[src/rtl/morse_pkg.sv]
// Shared Morse definitions: 2-bit symbol codes and the capture FSM state encoding.
// The letter lookup logic uses the same codes.
package morse_pkg;

  localparam logic [1:0] SYM_NONE = 2'b00;
  localparam logic [1:0] SYM_DOT  = 2'b01;
  localparam logic [1:0] SYM_DASH = 2'b10;

  typedef enum logic [2:0] {
    S_IDLE  = 3'd0,
    S_PRESS = 3'd1,
    S_GAP   = 3'd2,
    S_PEND  = 3'd3,
    S_WORD  = 3'd4
  } state_e;

endpackage

[src/rtl/morse_key_debounce.sv]
// Key conditioner: two-flop synchroniser followed by a stability filter that
// accepts a new level only after DEBOUNCE_CYCLES consecutive cycles at that level.
module morse_key_debounce #(
  parameter int unsigned DEBOUNCE_CYCLES = 8
) (
  input  logic clk_i,
  input  logic rst_ni,
  input  logic key_i,
  output logic key_o
);

  localparam int unsigned CW = $clog2(DEBOUNCE_CYCLES + 1);
  localparam logic [CW-1:0] LAST = CW'(DEBOUNCE_CYCLES - 1);

  logic [1:0]    sync_q;
  logic          stable_q;
  logic [CW-1:0] cnt_q;

  always_ff @(posedge clk_i or negedge rst_ni) begin
    if (!rst_ni) begin
      sync_q   <= 2'b00;
      stable_q <= 1'b0;
      cnt_q    <= '0;
    end else begin
      sync_q <= {sync_q[0], key_i};
      // Any return to the accepted level restarts the stability count.
      if (sync_q[1] == stable_q) begin
        cnt_q <= '0;
      end else if (cnt_q == LAST) begin
        stable_q <= sync_q[1];
        cnt_q    <= '0;
      end else begin
        cnt_q <= cnt_q + 1'b1;
      end
    end
  end

  assign key_o = stable_q;

endmodule

[src/rtl/morse_keyer_decoder.sv]
// Morse key capture: times presses and gaps, assembles letters and hands them out on valid/ready.
// Define MORSE_KEY_DEBOUNCE_EN to insert the synchroniser + debounce filter on the key input.
module morse_keyer_decoder
  import morse_pkg::*;
#(
  parameter int unsigned UNIT_CYCLES      = 4,
  parameter int unsigned MAX_SYMBOLS      = 5,
  parameter int unsigned DASH_UNITS       = 2,
  parameter int unsigned LETTER_GAP_UNITS = 3,
  parameter int unsigned WORD_GAP_UNITS   = 7,
`ifdef MORSE_KEY_DEBOUNCE_EN
  parameter int unsigned DEBOUNCE_CYCLES  = 8,
`endif
  localparam int unsigned LEN_W = $clog2(MAX_SYMBOLS + 1)
) (
  input  logic                     clock,
  input  logic                     reset_n,
  input  logic                     key,
  output logic                     letter_valid,
  input  logic                     letter_ready,
  output logic [2*MAX_SYMBOLS-1:0] letter_symbols,
  output logic [LEN_W-1:0]         letter_len,
  output logic                     letter_overflow,
  output logic                     word_gap,
  output logic                     overrun,
  output logic                     key_state,
  output state_e                   dbg_state
);

  localparam int unsigned WGAP = WORD_GAP_UNITS * UNIT_CYCLES;
  localparam int unsigned CNT_W = $clog2(WGAP + 1);
  localparam logic [CNT_W-1:0] DOT_MIN_C  = CNT_W'(UNIT_CYCLES);
  localparam logic [CNT_W-1:0] DASH_MIN_C = CNT_W'(DASH_UNITS * UNIT_CYCLES);
  localparam logic [CNT_W-1:0] LGAP_C     = CNT_W'(LETTER_GAP_UNITS * UNIT_CYCLES);
  localparam logic [CNT_W-1:0] WGAP_C     = CNT_W'(WGAP);
  localparam logic [LEN_W-1:0] LEN_MAX_C  = LEN_W'(MAX_SYMBOLS);

  logic key_lvl;

`ifdef MORSE_KEY_DEBOUNCE_EN
  morse_key_debounce #(
    .DEBOUNCE_CYCLES(DEBOUNCE_CYCLES)
  ) u_debounce (
    .clk_i (clock),
    .rst_ni(reset_n),
    .key_i (key),
    .key_o (key_lvl)
  );
`else
  logic key_q;
  always_ff @(posedge clock or negedge reset_n) begin
    if (!reset_n) key_q <= 1'b0;
    else          key_q <= key;
  end
  assign key_lvl = key_q;
`endif

  // Counters stop at the word-gap threshold, which is the largest value ever compared.
  function automatic logic [CNT_W-1:0] sat_inc(input logic [CNT_W-1:0] v);
    return (v == WGAP_C) ? v : v + 1'b1;
  endfunction

  state_e                   state_q;
  logic [CNT_W-1:0]         press_cnt_q, gap_cnt_q, gap_inc;
  logic [2*MAX_SYMBOLS-1:0] buf_q, sym_out_q;
  logic [LEN_W-1:0]         len_q, len_out_q;
  logic                     ovf_q, ovf_out_q;
  logic                     valid_q, word_gap_q, overrun_q, key_prev_q;
  logic                     slot_free, emit;

  assign gap_inc   = sat_inc(gap_cnt_q);
  assign slot_free = !valid_q || letter_ready;
  assign emit      = slot_free &&
                     (((state_q == S_GAP) && !key_lvl && (gap_inc == LGAP_C)) ||
                      (state_q == S_PEND));

  always_ff @(posedge clock or negedge reset_n) begin
    if (!reset_n) begin
      state_q     <= S_IDLE;
      press_cnt_q <= '0;
      gap_cnt_q   <= '0;
      buf_q       <= '0;
      len_q       <= '0;
      ovf_q       <= 1'b0;
      sym_out_q   <= '0;
      len_out_q   <= '0;
      ovf_out_q   <= 1'b0;
      valid_q     <= 1'b0;
      word_gap_q  <= 1'b0;
      overrun_q   <= 1'b0;
      key_prev_q  <= 1'b0;
    end else begin
      word_gap_q <= 1'b0;
      overrun_q  <= 1'b0;
      key_prev_q <= key_lvl;
      if (valid_q && letter_ready) valid_q <= 1'b0;

      case (state_q)
        S_IDLE: begin
          if (key_lvl) begin
            state_q     <= S_PRESS;
            press_cnt_q <= CNT_W'(1);
          end
        end
        S_PRESS: begin
          if (key_lvl) begin
            press_cnt_q <= sat_inc(press_cnt_q);
          end else if (press_cnt_q >= DOT_MIN_C) begin
            if (len_q == LEN_MAX_C) begin
              ovf_q <= 1'b1;
            end else begin
              buf_q[2*len_q +: 2] <= (press_cnt_q >= DASH_MIN_C) ? SYM_DASH : SYM_DOT;
              len_q <= len_q + 1'b1;
            end
            state_q   <= S_GAP;
            gap_cnt_q <= CNT_W'(1);
          end else if (len_q == '0) begin
            state_q <= S_IDLE;
          end else begin
            state_q   <= S_GAP;
            gap_cnt_q <= CNT_W'(1);
          end
        end
        S_GAP: begin
          if (key_lvl) begin
            state_q     <= S_PRESS;
            press_cnt_q <= CNT_W'(1);
          end else begin
            gap_cnt_q <= gap_inc;
            if (gap_inc == LGAP_C) state_q <= slot_free ? S_WORD : S_PEND;
          end
        end
        S_PEND: begin
          // The buffered letter is waiting for the slot, so new presses are lost.
          gap_cnt_q <= gap_inc;
          if (key_lvl && !key_prev_q) overrun_q <= 1'b1;
          if (slot_free) state_q <= S_WORD;
        end
        S_WORD: begin
          if (key_lvl) begin
            state_q     <= S_PRESS;
            press_cnt_q <= CNT_W'(1);
          end else begin
            gap_cnt_q <= gap_inc;
            if (gap_inc == WGAP_C) begin
              word_gap_q <= 1'b1;
              state_q    <= S_IDLE;
            end
          end
        end
        default: state_q <= S_IDLE;
      endcase

      if (emit) begin
        sym_out_q <= buf_q;
        len_out_q <= len_q;
        ovf_out_q <= ovf_q;
        valid_q   <= 1'b1;
        buf_q     <= '0;
        len_q     <= '0;
        ovf_q     <= 1'b0;
      end
    end
  end

  assign letter_valid    = valid_q;
  assign letter_symbols  = sym_out_q;
  assign letter_len      = len_out_q;
  assign letter_overflow = ovf_out_q;
  assign word_gap        = word_gap_q;
  assign overrun         = overrun_q;
  assign key_state       = key_lvl;
  assign dbg_state       = state_q;

endmodule

[config.mk]
export PLATFORM = sky130hd
export DESIGN_NAME = morse_keyer_decoder
export DESIGN_NICKNAME = d
export VERILOG_FILES = /design/src/rtl/morse_pkg.sv /design/src/rtl/morse_key_debounce.sv /design/src/rtl/morse_keyer_decoder.sv
export SDC_FILE = /design/constraint.sdc
export NUM_CORES = 1
export LEC_CHECK = 0
export CORE_ASPECT_RATIO = 0.6
export CORE_MARGIN = 1.5
export CORE_UTILIZATION = 35
export CTS_BUF_LIST = sky130_fd_sc_hd__clkbuf_8
export CTS_CLUSTER_SIZE = 25
export DETAILED_ROUTE_END_ITERATION = 10
export PLACE_DENSITY = 0.64
export SLEW_MARGIN = 20
export SYNTH_ARGS = -nofsm -noshare
export SYNTH_HDL_FRONTEND = slang
export SYNTH_SLANG_ARGS = --single-unit
[constraint.sdc]
create_clock -name clock -period 2.3 [get_ports clock]
set_clock_uncertainty 0.05 [all_clocks]
set_input_delay 0.46 -clock clock [delete_from_list [all_inputs] [get_ports clock]]
set_output_delay 0.46 -clock clock [all_outputs]
set_load 0.03 [all_outputs]
==> key figures, run 1 <==
Timing
  • Setup violations, final: 0
  • Worst-Margin Slew: 0.644 ns
  • Min cycle time layout: 2.24 ns
  • TNS Setup: 0 ns
  • Relative slew slack: 0.566
  • F_max: 0.447 GHz
  • Final Hold Viols: 0
  • Final Cycle Share: 0.972
  • Worst setup margin: 0.0638 ns
  • Max-slew violations: 0
  • WHS: 0.0850 ns

Die
  • # rows: 23
  • Core footprint: 6620 sq um
  • Initial core utilization: 0.359
  • Die X: 109 um
  • Die area: 7300 sq um
  • Die Height: 66.8 um
  • IO Pins: 25

Pwr
  • Leakage: 1.44 nW
  • Clock power share: 0.146
  • Max IR drop VDD: 0.000428 V
  • Sequential share of power: 0.351
  • Switching power share of the total: 0.407
  • Gate power share: 0.504
  • Internal power: 1.89 mW
  • Psw: 1.30 mW
  • Power per cell area: 1050 nW/um^2

Critical path
  • CP max-delay cell: dfrtp_1
  • Cell family with most CP delay: compound AO/OA/AOI/OAI gates
  • Startpoint Class: flop
  • WP data arrival: 2.38 ns
  • CP max FO: 14
  • Worst path max stage delay: 0.39 ns
  • Crit-path cells: inv_1, ha_4, and3_1, a31o_2, o2111ai_2, a21oi_4, buf_4, bufbuf_16, a21o_1
  • CP Class: flop to flop
  • FF-to-FF Start: gap_cnt_q[1]$_DFFE_PN0P_
  • Crit end category: flop
  • R2r worst-path depth: 9
  • CP Depth: 9
  • CP Launch Point: gap_cnt_q[1]$_DFFE_PN0P_
  • Worst path buffer plus inverter count: 3
  • CP required: 2.44 ns

Routing
  • Antenna-violating nets left: 0
  • WL final: 5.25 mm
  • Post-DR wirelength/cell: 14.7 um
  • DRT Pass-1 Iters: 4
  • DR vias: 1814
  • DRC viols: 0
  • Vias per cell: 5.07
  • DRC marker count from the first detailed-route iteration: 99

Clock tree
  • CTS Buf Count: 5
  • Hold bufs inserted after CTS: 0
  • CTS H-tree lvls: 2
  • Clk_lat worst skew: 0.29 ns
  • CTS tree: done
  • Clk sink count: 46
  • CTS clk-pin slew, worst paths: 0.08 ns
  • Clock root buffer: clkbuf_8
  • Clock buffer depth: 2

GRT
  • Largest net degree at the start of global routing: 26
  • Total GRT Usage: 0.149
  • Grt ovf: 0
  • First-pass GRT wire length: 8.44 mm
  • Initial antenna violation count: 0
  • Vias in the first global route: 1682

Yosys
  • Yosys warns: 0
  • Asr flop ratio synth: 1.00
  • Net Count, Synth: 238
  • Post-synthesis average cell area: 10.5 sq um
  • Post-synth EDFFs: 0
  • Post-Syn Instances: 226
  • Largest area contributor in the netlist: dfrtp_1
  • Yosys top cell area share: 0.485
  • Mapped Area: 2370 sq um
  • Library cells used by synthesis: 49
  • Register area share after synthesis: 0.485
  • Dominant cells by area after synthesis: dfrtp_1 48%, mux2_1 6.6%, mux2i_1 5.5%
  • Register bit total from synthesis: 46
  • Main synth FF type: dfrtp_1

Place
  • DPL Wire Length: 3.60 mm
  • Post-place setup slack: -0.0283 ns
  • Port bufs: 24
  • Gpl congestion: 0.863
  • Post-DP Area: 2800 sq um

Layout
  • Final nets: 283
  • Fill cell count: 623
  • Commonest non-fill, non-tap cell in the layout: dfrtp_1
  • Area Growth Syn to Fin: 27.4%
  • Ant. Diodes: 0
  • Most frequent cells in the layout: 45 x dfrtp_1, 25 x nor2_1, 23 x clkdlybuf4s50_1
  • Layout cells sized above 1: 0.192
  • Post-Route Utilization: 0.457
  • Final instance area: 3030 sq um

Hold path
  • Tightest Hold Check Type: primary input to asynchronous set/reset pin

Flow run
  • Max-Cap Viols: 0

Status
  • Status: finished, final reports clean
-- stage by stage --
stage | std cells | total power [mW]
after global routing | 358 | 3.41
after global placement | 343 | 2.53
after floorplan | 226 | 2.07
final | 358 | 3.18
after CTS | 354 | 3.10
after detailed placement | 343 | 2.54
-- cell usage after synthesis (2+ instances only) --
cell type / number
mux2i_1: 13
a21oi_1: 14
inv_1: 9
and3_1: 3
nor2b_1: 2
nand2b_1: 4
a211oi_1: 2
buf_4: 4
o21ba_2: 2
ha_1: 8
nor3_1: 3
a21o_1: 4
clkbuf_1: 4
mux2_1: 14
a31oi_1: 5
nor4b_1: 2
o21ai_0: 10
dfrtp_1: 46
nand2_1: 12
nand4_1: 3
nor2_1: 25
nand3_1: 10
-- layout make-up --
class | count | area (sq um) | area share
multi-input combinational | 161 | 1190 | 0.392
sequential | 46 | 1150 | 0.381
timing repair buffer | 48 | 465 | 0.154
tap | 87 | 109 | 0.0360
clock buffer | 5 | 68.8 | 0.0227
inverter | 9 | 33.8 | 0.0112
clock inverter | 2 | 10.0 | 0.00331
-- cell families after synthesis --
| group | after synthesis | share of synthesized area |
|---|---|---|
| xor+xnor | 1 | 0.00369 |
| buf+inv | 19 | 0.0400 |
| flops | 46 | 0.485 |
| fa+ha+maj | 8 | 0.0422 |
| compound gates | 49 | 0.139 |
| simple gates | 75 | 0.165 |
| mux | 28 | 0.126 |
-- routing by layer --
metal  global-route usage  part of all wire  wire length, um  vias up
met1                0.244              0.56             2920      852
met3               0.0274             0.048              250        5
met2                0.188              0.39             2030       54
li1                     -                 -                -      903
met4               0.0455            0.0088               46        0
met5                    0                 0                0        -
-- path summary, 6_finish.rpt --
path | endpoint | slack [ns]
max in group asynchronous | len_q[0]$_DFFE_PN0P_ | 1.59
max | dbg_state[2]$_DFFE_PN0P_ | 0.06
min in group clock | overrun$_DFF_PN0_ | 0.36
min reg2reg | overrun$_DFF_PN0_ | 0.36
max reg2reg | dbg_state[2]$_DFFE_PN0P_ | 0.06
min | letter_symbols[3]$_DFFE_PN0P_ | 0.09
-- flip-flops by register name (all words and copies together) (netlist names) --
name	cells
buf_q	10
dbg_state	3
gap_cnt_q	5
key_prev_q	1
key_state	1
len_q	3
letter_len	3
letter_overflow	1
letter_symbols	10
letter_valid	1
overrun	1
ovf_q	1
press_cnt_q	5
word_gap	1
-- power groups by stage --
stage | Sequential [mW] | Combinational (mW) | Clock, mW
finish | 1.12 | 1.60 | 0.464
global route | 1.14 | 1.76 | 0.515
CTS | 1.11 | 1.51 | 0.486
detailed placement | 1.13 | 1.42 | 0
global placement | 1.12 | 1.41 | 0
floorplan | 1.21 | 0.861 | 0
-- repair_timing --
item,4_1_cts,5_1_grt
setup buffers,3,4
gates resized for setup,4,7
endpoints found under the setup margin,14,21
pin swaps,1,2
cloned,1,0
Note: power is estimated with default switching activity, not from simulation.
==> run 2, diff against run 1 <==
Settings changed: CELL_PAD_IN_SITES_DETAIL_PLACEMENT set to 0, CELL_PAD_IN_SITES_GLOBAL_PLACEMENT set to 1, PLACE_DENSITY 0.64 to 0.75.
==> key figures, run 2 (synthesis results as in run 1) <==
Critical path
  • FF-to-FF setup slack: 0.06 ns (about the same)
  • Crit-path cells: inv_2, ha_4, and3_4, a31o_2, o2111ai_4, a21oi_4, clkbuf_16, mux2_1
  • WP data arrival: 2.37 ns (about the same)
  • Startpoint Class: flop
  • FF-to-FF Start: gap_cnt_q[0]$_DFFE_PN0P_
  • Crit end category: flop
  • Worst path max stage delay: 0.44 ns (+0.05 ns)
  • CP Class: flop to flop
  • CP required: 2.44 ns (about the same)
  • Cell family with most CP delay: compound AO/OA/AOI/OAI gates
  • Worst path buffer plus inverter count: 2 (-1)
  • R2r worst-path depth: 8 (-1)
  • CP max-delay cell: dfrtp_1
  • Reg-to-reg endpoint: letter_symbols[4]$_DFFE_PN0P_
  • CP max FO: 6 (-8)

Place
  • Post-DP Area: 2820 sq um (+0.62%)
  • Post-place setup slack: -0.0169 ns (+0.0114 ns)
  • Port bufs: 24 (unchanged)
  • Post-placement cell count: 347 (+1.2%)
  • Gpl congestion: 0.798 (-7.5%)
  • DPL Wire Length: 3.86 mm (+7.3%)

Layout
  • Area Growth Syn to Fin: 30.3%
  • Final instance area: 3100 sq um (+2.3%)
  • Final nets: 287 (+1.4%)
  • Layout cells sized above 1: 0.217 (+0.0255)
  • Most frequent cells in the layout: 45 x dfrtp_1, 25 x nor2_1, 25 x buf_4
  • Post-layout instance count excluding filler cells: 363 (+1.4%)
  • Ant. Diodes: 0 (unchanged)
  • Post-Route Utilization: 0.468 (+0.0106)
  • Commonest non-fill, non-tap cell in the layout: dfrtp_1
  • Fill cell count: 624 (+0.16%)

Routing
  • Antenna-violating nets left: 0 (unchanged)
  • DR vias: 1877 (+3.5%)
  • DRC marker count from the first detailed-route iteration: 97 (-2.0%)
  • DRC viols: 0 (unchanged)
  • DRT Pass-1 Iters: 4 (unchanged)
  • Vias per cell: 5.17 (+2.0%)
  • Post-DR wirelength/cell: 15.3 um (+4.5%)
  • WL final: 5.56 mm (+6.0%)

Pwr
  • Leakage: 1.44 nW (+0.20%)
  • Tot Pwr: 3.25 mW (+2.1%)
  • Power per cell area: 1050 nW/um^2 (-0.23%)
  • Gate power share: 0.496 (-0.008)
  • Internal power: 1.91 mW (+1.1%)
  • Clock power share: 0.158 (+0.012)
  • Psw: 1.34 mW (+3.6%)
  • Sequential share of power: 0.347 (-0.004)
  • Max IR drop VDD: 0.000395 V (-7.9%)
  • Switching power share of the total: 0.413 (+0.00593)

Die
  • Die Height: 66.8 um (unchanged)
  • Initial core utilization: 0.359 (unchanged)
  • Die X: 109 um (unchanged)
  • Core footprint: 6620 sq um (unchanged)
  • IO Pins: 25 (unchanged)
  • Die area: 7300 sq um (unchanged)
  • # rows: 23 (unchanged)

Clock tree
  • Clock root buffer: clkbuf_8
  • CTS H-tree lvls: 2 (unchanged)
  • Clk_lat worst skew: 0.30 ns (about the same)
  • Clk sink count: 46 (unchanged)
  • CTS tree: done
  • CTS clk-pin slew, worst paths: 0.10 ns (+0.02 ns)
  • Hold bufs inserted after CTS: 0 (unchanged)
  • Clock buffer depth: 2 (unchanged)
  • CTS Buf Count: 5 (unchanged)

GRT
  • GRT met1 Usage: 0.256 (+0.0118)
  • First-pass GRT wire length: 8.59 mm (+1.8%)
  • Busiest grt layer: met1
  • Initial antenna violation count: 0 (unchanged)
  • Grt ovf: 0 (unchanged)
  • Vias in the first global route: 1665 (-1.0%)
  • Met3 Use GR: 0.0372 (+0.00978)
  • M2 GR Usage: 0.188 (unchanged)
  • Largest net degree at the start of global routing: 24 (-7.7%)
  • Total GRT Usage: 0.154 (+0.00538)

Timing
  • Min cycle time layout: 2.24 ns (+0.00168 ns)
  • Worst-Margin Slew: 0.506 ns (-0.139 ns)
  • F_max: 0.447 GHz (about the same)
  • Relative slew slack: 0.654 (+0.0883)
  • TNS Setup: 0 ns (unchanged)
  • Final Cycle Share: 0.973 (about the same)
  • Worst setup margin: 0.0622 ns (-0.00168 ns)
  • Setup violations, final: 0 (unchanged)
  • Max-slew violations: 0 (unchanged)
  • Final Hold Viols: 0 (unchanged)
  • WHS: 0.0299 ns (-0.0551 ns)

Flow run
  • Max-Cap Viols: 0 (unchanged)

Status
  • Status: finished, final reports clean

Hold path
  • Tightest Hold Check Type: primary input to asynchronous set/reset pin
run 2: cell count changes in the layout (fill, tap and decap cells not counted), sizes merged:
| cell | change |
|---|---|
| bufbuf | -1 |
| clkinvlp | +2 |
| inv | +1 |
| clkbuf | +2 |
| clkinv | -2 |
| buf | +3 |
run 2: worst max path at each step:
stage / start / end / slack [ns] / depth (start not counted)
floorplan: dbg_state[0]$_DFFE_PN0P_ / letter_len[2]$_DFFE_PN0P_ / 0.09 / 7
global placement: gap_cnt_q[0]$_DFFE_PN0P_ / letter_len[2]$_DFFE_PN0P_ / 0.10 / 8
detailed placement: gap_cnt_q[0]$_DFFE_PN0P_ / letter_symbols[0]$_DFFE_PN0P_ / -0.02 / 8
CTS: gap_cnt_q[0]$_DFFE_PN0P_ / letter_symbols[0]$_DFFE_PN0P_ / 0.01 / 8
global route: len_q[0]$_DFFE_PN0P_ / gap_cnt_q[0]$_DFFE_PN0P_ / -0.001 / 9
finish: gap_cnt_q[0]$_DFFE_PN0P_ / letter_symbols[4]$_DFFE_PN0P_ / 0.06 / 8
run 2: area by class of cell:
type,count,area (sq um),share of cell area
Clock buffer,5,68.8,0.0222
Timing Repair Buffer,52,493,0.159
Inverter,9,33.8,0.0109
Sequential cell,46,1150,0.372
Clock inverter,3,23.8,0.00768
Tap cell,87,109,0.0352
Multi-Input combinational cell,161,1210,0.392
run 2: repair_timing:
item | 4_1_cts | 5_1_grt
gates resized for setup | 0 | 17
cloned | 0 | 2
buffers inserted | 2 | 4
setup endpoints to repair | 14 | 22
pin swaps | 0 | 5
run 2: metal layers:
layer,up-vias,wire length [um]
met5,-,0
met4,0,51
met3,6,258
met2,46,2060
met1,905,3190
li1,920,-
run 2: power groups by stage:
stage          Combinational [mW]  Sequential, mW  Clock, mW
3_3_place_gp                 1.44            1.12          0
3_5_place_dp                 1.45            1.13          0
6_report                     1.61            1.13      0.512
5_1_grt                      1.76            1.16      0.565
4_1_cts                      1.47            1.12      0.524
2_1_floorplan               0.861            1.21          0
==> run 3, diff against run 2 <==
Settings changed: DONT_BUFFER_PORTS set to 1, PLACE_DENSITY 0.75 to 0.69.
==> key figures, run 3 (synthesis results as in run 1) <==
Layout
  • Fill cell count: 622 (-0.32%)
  • Most frequent cells in the layout: 46 x dfrtp_1, 25 x nor2_1, 23 x buf_4
  • Area Growth Syn to Fin: 20.5%
  • Layout cells sized above 1: 0.211 (-0.00624)
  • Commonest non-fill, non-tap cell in the layout: dfrtp_1
  • Ant. Diodes: 0 (unchanged)
  • Final nets: 263 (-8.4%)
  • Post-Route Utilization: 0.433 (-0.0352)
  • Register area: 1150 sq um (-0.11%)
  • Final instance area: 2860 sq um (-7.5%)
  • Post-layout instance count excluding filler cells: 338 (-6.9%)
  • Multi-input combinational cell area: 1200 sq um (-1.0%)

GRT
  • Initial antenna violation count: 0 (unchanged)
  • Grt ovf: 0 (unchanged)
  • Largest net degree at the start of global routing: 47 (+96%)
  • Vias in the first global route: 1586 (-4.7%)
  • Total GRT Usage: 0.148 (-0.00607)
  • First-pass GRT wire length: 8.31 mm (-3.2%)

Critical path
  • FF-to-FF Start: dbg_state[2]$_DFFE_PN0P_
  • Crit-path cells: or4b_4, nor2_2, o2111ai_4, a21oi_4, clkbuf_16, mux2_1
  • CP Class: flop to flop
  • CP max-delay cell: or4b_4
  • CP required: 2.42 ns (-0.02 ns)
  • WP data arrival: 2.36 ns (about the same)
  • Startpoint Class: flop
  • CP max FO: 7 (+1)
  • Worst path max stage delay: 0.57 ns (+0.13 ns)
  • CP Launch Point: dbg_state[2]$_DFFE_PN0P_
  • Crit end category: flop

Routing
  • DR vias: 1755 (-6.5%)
  • Post-DR wirelength/cell: 15.8 um (+3.3%)
  • DRC marker count from the first detailed-route iteration: 77 (-21%)
  • DRC viols: 0 (unchanged)
  • Antenna-violating nets left: 0 (unchanged)
  • DRT Pass-1 Iters: 4 (unchanged)
  • WL final: 5.35 mm (-3.8%)
  • Vias per cell: 5.19 (+0.42%)

Clock tree
  • Clock buffer depth: 2 (unchanged)
  • Clk_lat worst skew: 0.29 ns (about the same)
  • CTS H-tree lvls: 2 (unchanged)
  • CTS Buf Count: 5 (unchanged)
  • Clk sink count: 46 (unchanged)
  • Clock root buffer: clkbuf_8
  • CTS clk-pin slew, worst paths: 0.09 ns (about the same)
  • CTS tree: done

Die
  • # rows: 23 (unchanged)
  • Core footprint: 6620 sq um (unchanged)
  • Die area: 7300 sq um (unchanged)
  • Die Height: 66.8 um (unchanged)
  • Die X: 109 um (unchanged)
  • Initial core utilization: 0.359 (unchanged)
  • IO Pins: 25 (unchanged)

Pwr
  • Power per cell area: 1080 nW/um^2 (+3.0%)
  • Max IR drop VDD: 0.000413 V (+4.6%)
  • Leakage: 1.38 nW (-4.4%)
  • Tot Pwr: 3.10 mW (-4.7%)

Timing
  • Max-slew violations: 0 (unchanged)
  • F_max: 0.448 GHz (+0.25%)
  • Setup violations, final: 0 (unchanged)
  • Min cycle time layout: 2.23 ns (-0.00559 ns)
  • WHS: 0.144 ns (+0.114 ns)
  • Relative slew slack: 0.737 (+0.0830)
  • Worst-Margin Slew: 0.389 ns (-0.117 ns)
  • Final Hold Viols: 0 (unchanged)
  • Final Cycle Share: 0.971 (-0.00243)

Place
  • Post-DP Area: 2580 sq um (-8.3%)
  • DPL Wire Length: 3.61 mm (-6.6%)
  • Port bufs: 0 (-100%)
  • Post-placement cell count: 323 (-6.9%)
  • Gpl congestion: 0.839 (+5.1%)

Hold path
  • Worst hold start: key
  • Tightest Hold Check Type: primary input to flop

Flow run
  • Max-Cap Viols: 0 (unchanged)

Status
  • Status: finished, final reports clean
## run 3: changes by cell type in the layout (fill, tap and decap cells not counted), moves of 2 or more
cell	change
buf_4	-2
clkdlybuf4s50_1	-23
clkinv_2	+2
clkinvlp_4	-2
## run 3: repair_timing
action	4_1_cts	5_1_grt
setup endpoints to repair	2	14
gates cloned	1	1
endpoints found under the hold margin	46	0
setup buffers	1	3
hold buffers	2	0
resized for setup	2	10
pin swaps	1	2
## run 3: per-stage QoR
| step | setup slack (ns) | setup TNS, ns |
|---|---|---|
| 2_1_floorplan | 0.0892 | 0 |
| 3_3_place_gp | 0.0352 | 0 |
| 3_5_place_dp | 0.0128 | 0 |
| 4_1_cts | 0.0155 | 0 |
| 5_1_grt | -0.00602 | -0.0170 |
| 6_report | 0.0678 | 0 |
## run 3: area by class of cell
type / count / area share
clock buffer: 5 / 0.0240
timing repair buffer: 28 / 0.101
multi-input combinational: 161 / 0.420
inverter: 9 / 0.0118
tap: 87 / 0.0380
clock inverter: 2 / 0.00350
sequential: 46 / 0.402
## run 3: final timing paths
check                                           endpoint  slack [ns]  depth (start not counted)
max                        letter_symbols[8]$_DFFE_PN0P_        0.07                          6
min                                  key_state$_DFF_PN0_        0.14                          0
max reg2reg                letter_symbols[8]$_DFFE_PN0P_        0.07                          6
min reg2reg                            overrun$_DFF_PN0_        0.39                          1
max in group asynchronous           len_q[1]$_DFFE_PN0P_        1.36                          2
min in group asynchronous              overrun$_DFF_PN0_        0.63                          2
## run 3: worst max-delay path, delay by kind of cell, from the launching register on
kind / cells / cell delay, ns
flip-flops: 1 / 0.40
AO/OA/AOI/OAI: 2 / 0.44
AND/OR/NAND/NOR: 2 / 0.71
multiplexers: 1 / 0.32
buffers and inverters: 1 / 0.20
## run 3: power breakdown
group / total, mW / leakage, nW / switching (mW) / internal (mW)
clock: 0.474 / 0.0438 / 0.269 / 0.205
combinational: 1.41 / 0.719 / 0.776 / 0.639
sequential: 1.21 / 0.618 / 0.249 / 0.960
total: 3.10 / 1.38 / 1.29 / 1.80
## run 3: routing by layer
metal | GRT usage | vias up | wire length [um]
met1 | 0.244 | 847 | 3080
met5 | 0 | - | 0
met4 | 0.0244 | 0 | 26
li1 | - | 868 | -
met2 | 0.186 | 38 | 1970
met3 | 0.0382 | 2 | 274
==> edit 1, RTL diff (config.mk and constraints of run 2) <==
Put one more register stage on the output `overrun`. The value now appears one clock later. The other outputs are not delayed to match.
--- a/src/rtl/morse_keyer_decoder.sv
+++ b/src/rtl/morse_keyer_decoder.sv
@@ -170,3 +170,5 @@
   assign word_gap        = word_gap_q;
-  assign overrun         = overrun_q;
+  always_ff @(posedge clock) begin
+    overrun <= overrun_q;
+  end
   assign key_state       = key_lvl;
Check against the original RTL: no difference found for any inputs over 10 cycles, from zero or initial values and one cycle with reset_n low; that may be too few to reach the edited logic, so the function may still have changed.
==> edit 1 against run 2 <==
- wire length shrank 3.9%
- sequential cell count grew 1
- synthesized cell count grew 0.44%
- setup slack gained 0.0037 ns
- synthesized area grew 0.84%
- final area shrank 0.65%
- total power grew 2.2%
- first-iteration DRC count grew 8.2%
==> edit 1: results (changes against run 2) <==
Run status
  – Outcome: completed (unchanged)

Synth
  – Post-synthesis cell type count: 50 (was 49)
  – Post-synth ARST share: 97.87% (was 100.0%)
  – Syn Nets: 239 (was 238)
  – Yosys warns: 0 (unchanged)
  – Synth top cells by count: 46 x dfrtp_1, 25 x nor2_1, 14 x a21oi_1, 14 x mux2_1, 13 x mux2i_1 (unchanged)
  – Avg Inst Size Synth: 10.55 sq um (was 10.51 sq um)
  – Sequential share of the synthesized area: 48.90% (was 48.47%)
  – Area contributors post-synth: dfrtp_1 48%, mux2_1 6.6%, mux2i_1 5.4%, ha_1 4.2%, nor2_1 3.9% (was dfrtp_1 48%, mux2_1 6.6%, mux2i_1 5.5%, ha_1 4.2%, nor2_1 4.0%)

Clock network
  – Clk_lat worst skew: 0.31 ns
  – H-tree levels: 2 (unchanged)
  – CTS buffer count: 5 (unchanged)

Setup path
  – Worst stage delay on the critical path: 0.42 ns (was 0.44 ns)
  – Data arrival, critical path: between 2 and 2.5 ns
  – Crit-path leading delay family: compound AO/OA/AOI/OAI gates (unchanged)
  – CP max FO: 7 (was 6)
  – Flop2flop setup slack: 0.07 ns
  – Reg2reg path depth: 8 (unchanged)
  – WS Path Type: reg2reg (unchanged)

Routing
  – Wire length per cell: 14.76 um (was 15.32 um)
  – DRT iter0 DRCs: 105 (was 97)
  – Vias per cell: 5.041 (was 5.171)
  – DRT antenna net count: 0 (unchanged)
  – Initial DRT Pass Iterations: 4 (unchanged)
  – Final WL: 5.344 mm (was 5.560 mm)

Global routing
  – Largest net degree at the start of global routing: 28 (was 24)
  – Global-route wire length before repair: 8.349 mm (was 8.590 mm)
  – Vias in the first global route: 1615 (was 1665)
  – GRT Overall Usage: 15.11% (was 15.44%)
  – Initial antenna violation count: 0 (unchanged)

Cells and area
  – Share of cells above drive strength 1: 19.64% (was 21.74%)
  – ANT cells: 0 (unchanged)
  – Nets: 286 (was 287)

Power and ir drop
  – Max VDD drop: 0.0003881 V (was 0.0003946 V)
  – Lkg Pwr: 1.458 nW (was 1.445 nW)
  – Internal power: 2.009 mW (was 1.909 mW)

Place
  – RePlAce Congestion: 0.7693 (was 0.7983)
  – Post-DP HPWL: 3.726 mm (was 3.862 mm)
  – Area after DPL: 2855 sq um (was 2820 sq um)
  – Placed insts: 350 (was 347)

STA
  – Worst-Margin Slew: 0.5401 ns (was 0.5057 ns)
## edit 1: cells by family after synthesis
group / count (synthesis) / share of synthesized area (%)
compound gates: 49 / 13.74
xor+xnor: 1 / 0.3658
simple gates: 75 / 16.35
fa+ha+maj: 8 / 4.180
flops: 47 / 48.90
mux: 28 / 12.49
buf+inv: 19 / 3.970
## edit 1: final timing paths
path | from | end
max in group asynchronous | reset_n | dbg_state[1]$_DFFE_PN0P_
worst min register to register | overrun_q$_DFF_PN0_ | overrun$_DFF_P_
worst max register to register | gap_cnt_q[0]$_DFFE_PN0P_ | letter_symbols[2]$_DFFE_PN0P_
min in group clock | overrun_q$_DFF_PN0_ | overrun$_DFF_P_
worst max-delay path | gap_cnt_q[0]$_DFFE_PN0P_ | letter_symbols[2]$_DFFE_PN0P_
worst min-delay path | reset_n | overrun_q$_DFF_PN0_
## edit 1: final cells by class
cell class | count | area (sq um)
Clock buffer | 5 | 68.82
Clock inverter | 3 | 46.29
Fill cell | 608 | 3572
Inverter | 9 | 33.78
Multi-Input combinational cell | 161 | 1169
Sequential cell | 47 | 1171
Tap cell | 87 | 108.9
Timing Repair Buffer | 50 | 478.0
## edit 1: stage by stage
step           power [mW]  hold slack, ns  worst slack, ns  TNS (ns)  util, %
6_report            3.321         0.07189          0.06585         0    46.26
5_1_grt             3.545          0.1078         -0.02557  -0.02557    46.26
4_1_cts             3.226         0.08179          0.04691         0    44.68
3_5_place_dp        2.586          0.2769          0.06526         0    42.95
3_3_place_gp        2.587          0.2759           0.1006         0    42.95
2_1_floorplan       2.088          0.1144          0.08924         0        -
## edit 1: timing repair
| action | CTS | global route |
|---|---|---|
| hold endpoints to repair | 0 | 0 |
| setup buffers | 0 | 2 |
| resized for setup | 0 | 9 |
| setup endpoints to repair | 0 | 16 |
## edit 1: power by group through the flow
stage               clock network [mW]  registers (mW)  logic, mW
floorplan                            0            1.23      0.861
global placement                     0            1.14       1.45
detailed placement                   0            1.14       1.44
CTS                              0.648            1.13       1.45
global route                     0.679            1.16       1.71
finish                           0.632            1.13       1.55
## edit 1: worst register-to-register path: cells and delay by family, from the launching register on
family                     cells  cell delay, ns
AOI/OAI and AO/OA              3            0.67
adders and majority gates      1            0.16
buffers and inverters          2            0.32
DFF                            1            0.42
muxes                          1            0.32
and+or+nand+nor                1            0.20
## edit 1: routing by layer
layer,wire length (um),track usage (%),share of wire [%],vias to the layer above
li1,-,-,-,919
met1,3036,23.92,57,865
met2,2049,19.18,38,34
met3,189,3.718,3.5,7
met4,68,4.870,1.3,0
met5,0,0,0,-
==> edit 2, RTL diff (config.mk and constraints of run 2) <==
Made on the original files. Add a define of `MORSE_KEY_DEBOUNCE_EN`.
--- a/src/rtl/morse_keyer_decoder.sv
+++ b/src/rtl/morse_keyer_decoder.sv
@@ -2,2 +2,4 @@
 // Define MORSE_KEY_DEBOUNCE_EN to insert the synchroniser + debounce filter on the key input.
+`define MORSE_KEY_DEBOUNCE_EN
+
 module morse_keyer_decoder
Behaviour: not the same (Yosys sat finds a counterexample within 4 cycles, from zero or initial values and one cycle with reset_n low).
==> edit 2 against run 2 <==
- the run now ends with setup timing left
- wire length grew 2.1%
- highest routed layer unchanged
- final area grew 6.3%
- synthesized area grew 8.5%
- via count grew 3.8%
- setup slack lost 0.15 ns
- sequential cell count grew 6
Power is not compared: it rests on default switching activity, and its combinational part moved more than twofold at a synthesized area within 25%.
==> edit 2: results (changes against run 2) <==
Run status
  – Outcome: finished, violations left (was completed)
  – Failing checks: setup timing

Global routing
  – Largest net degree at the start of global routing: 30 (was 24)
  – GRT Overall Usage: 15.51% (was 15.44%)
  – GRT met1 Usage: 24.01% (was 25.58%)
  – Global-route wire length before repair: 9.584 mm (was 8.590 mm)
  – Global routing usage on met3: 4.021% (was 3.718%)

Synth
  – Area contributors post-synth: dfrtp_1 50%, mux2_1 6.1%, ha_1 4.4%, nor2_1 3.2%, mux2i_1 3.1% (was dfrtp_1 48%, mux2_1 6.6%, mux2i_1 5.5%, ha_1 4.2%, nor2_1 4.0%)
  – Synth top cells by count: 52 x dfrtp_1, 22 x nor2_1, 14 x mux2_1 (was 46 x dfrtp_1, 25 x nor2_1, 14 x a21oi_1, 14 x mux2_1, 13 x mux2i_1)
  – Synth Cell Area: 2577 sq um (was 2375 sq um)
  – Post-synthesis cell type count: 46 (was 49)
  – Avg Inst Size Synth: 10.74 sq um (was 10.51 sq um)

Place
  – Post-DP HPWL: 4.144 mm (was 3.862 mm)
  – Area after DPL: 3154 sq um (was 2820 sq um)
  – RePlAce Congestion: 0.8776 (was 0.7983)

Cells and area
  – Nets: 306 (was 287)
  – Finished Layout Cells: 381 (was 363)
  – Total area of sequential cells: 1301 sq um (was 1152 sq um)
  – Synthesis-to-layout area growth: 27.67% (was 30.35%)
  – Area of the multi-input gates: 1252 sq um (was 1215 sq um)
  – Non-clk invs: 12 (was 9)

STA
  – Slew headroom: 57.73% (was 65.42%)
  – Hold slack: 0.07374 ns (was 0.02990 ns)
  – Setup violators final: 14 (was 0)
  – Final worst setup slack: -0.08892 ns (was 0.06216 ns)

Setup path
  – Data arrival, critical path: 2.54 ns (was 2.37 ns)
  – Critical Path Start: gap_cnt_q[1]$_DFFE_PN0P_ (was gap_cnt_q[0]$_DFFE_PN0P_)

Routing
  – Final WL: 5.678 mm (was 5.560 mm)
  – DRT iter0 DRCs: 74 (was 97)
  – Vias per cell: 5.113 (was 5.171)
  – WL met1: 3.144 mm (was 3.192 mm)
[edit 2: changes by cell type after synthesis, sizes merged, moves of 3 or more]
cell   before  now
a21o        4    1
nand3      10   13
nor3        3    6
o31ai       0    3
mux2i      13    8
mux2       15   19
inv         9   12
nor2       26   22
dfrtp      46   52
or4b        1    4
[edit 2: kinds of logic (layout without fill, tap and decap cells)]
| kind of cell | count (synthesis) | count (layout) | synth area share [%] |
|---|---|---|---|
| AO/OA/AOI/OAI | 48 | 48 | 12.09 |
| AND/OR/NAND/NOR | 80 | 80 | 16.75 |
| XOR/XNOR | 3 | 3 | 1.020 |
| adder cells (fa/ha/maj) | 9 | 9 | 4.369 |
| multiplexers | 27 | 27 | 11.55 |
| flip-flops | 52 | 52 | 50.49 |
| buffers and inverters | 21 | 75 | 3.738 |
[edit 2: repair_timing]
action / in CTS / in global routing
setup endpoints to repair: 15 / 29
resized for setup: 4 / 6
endpoints found under the hold margin: 0 / 0
pin swaps: 0 / 2
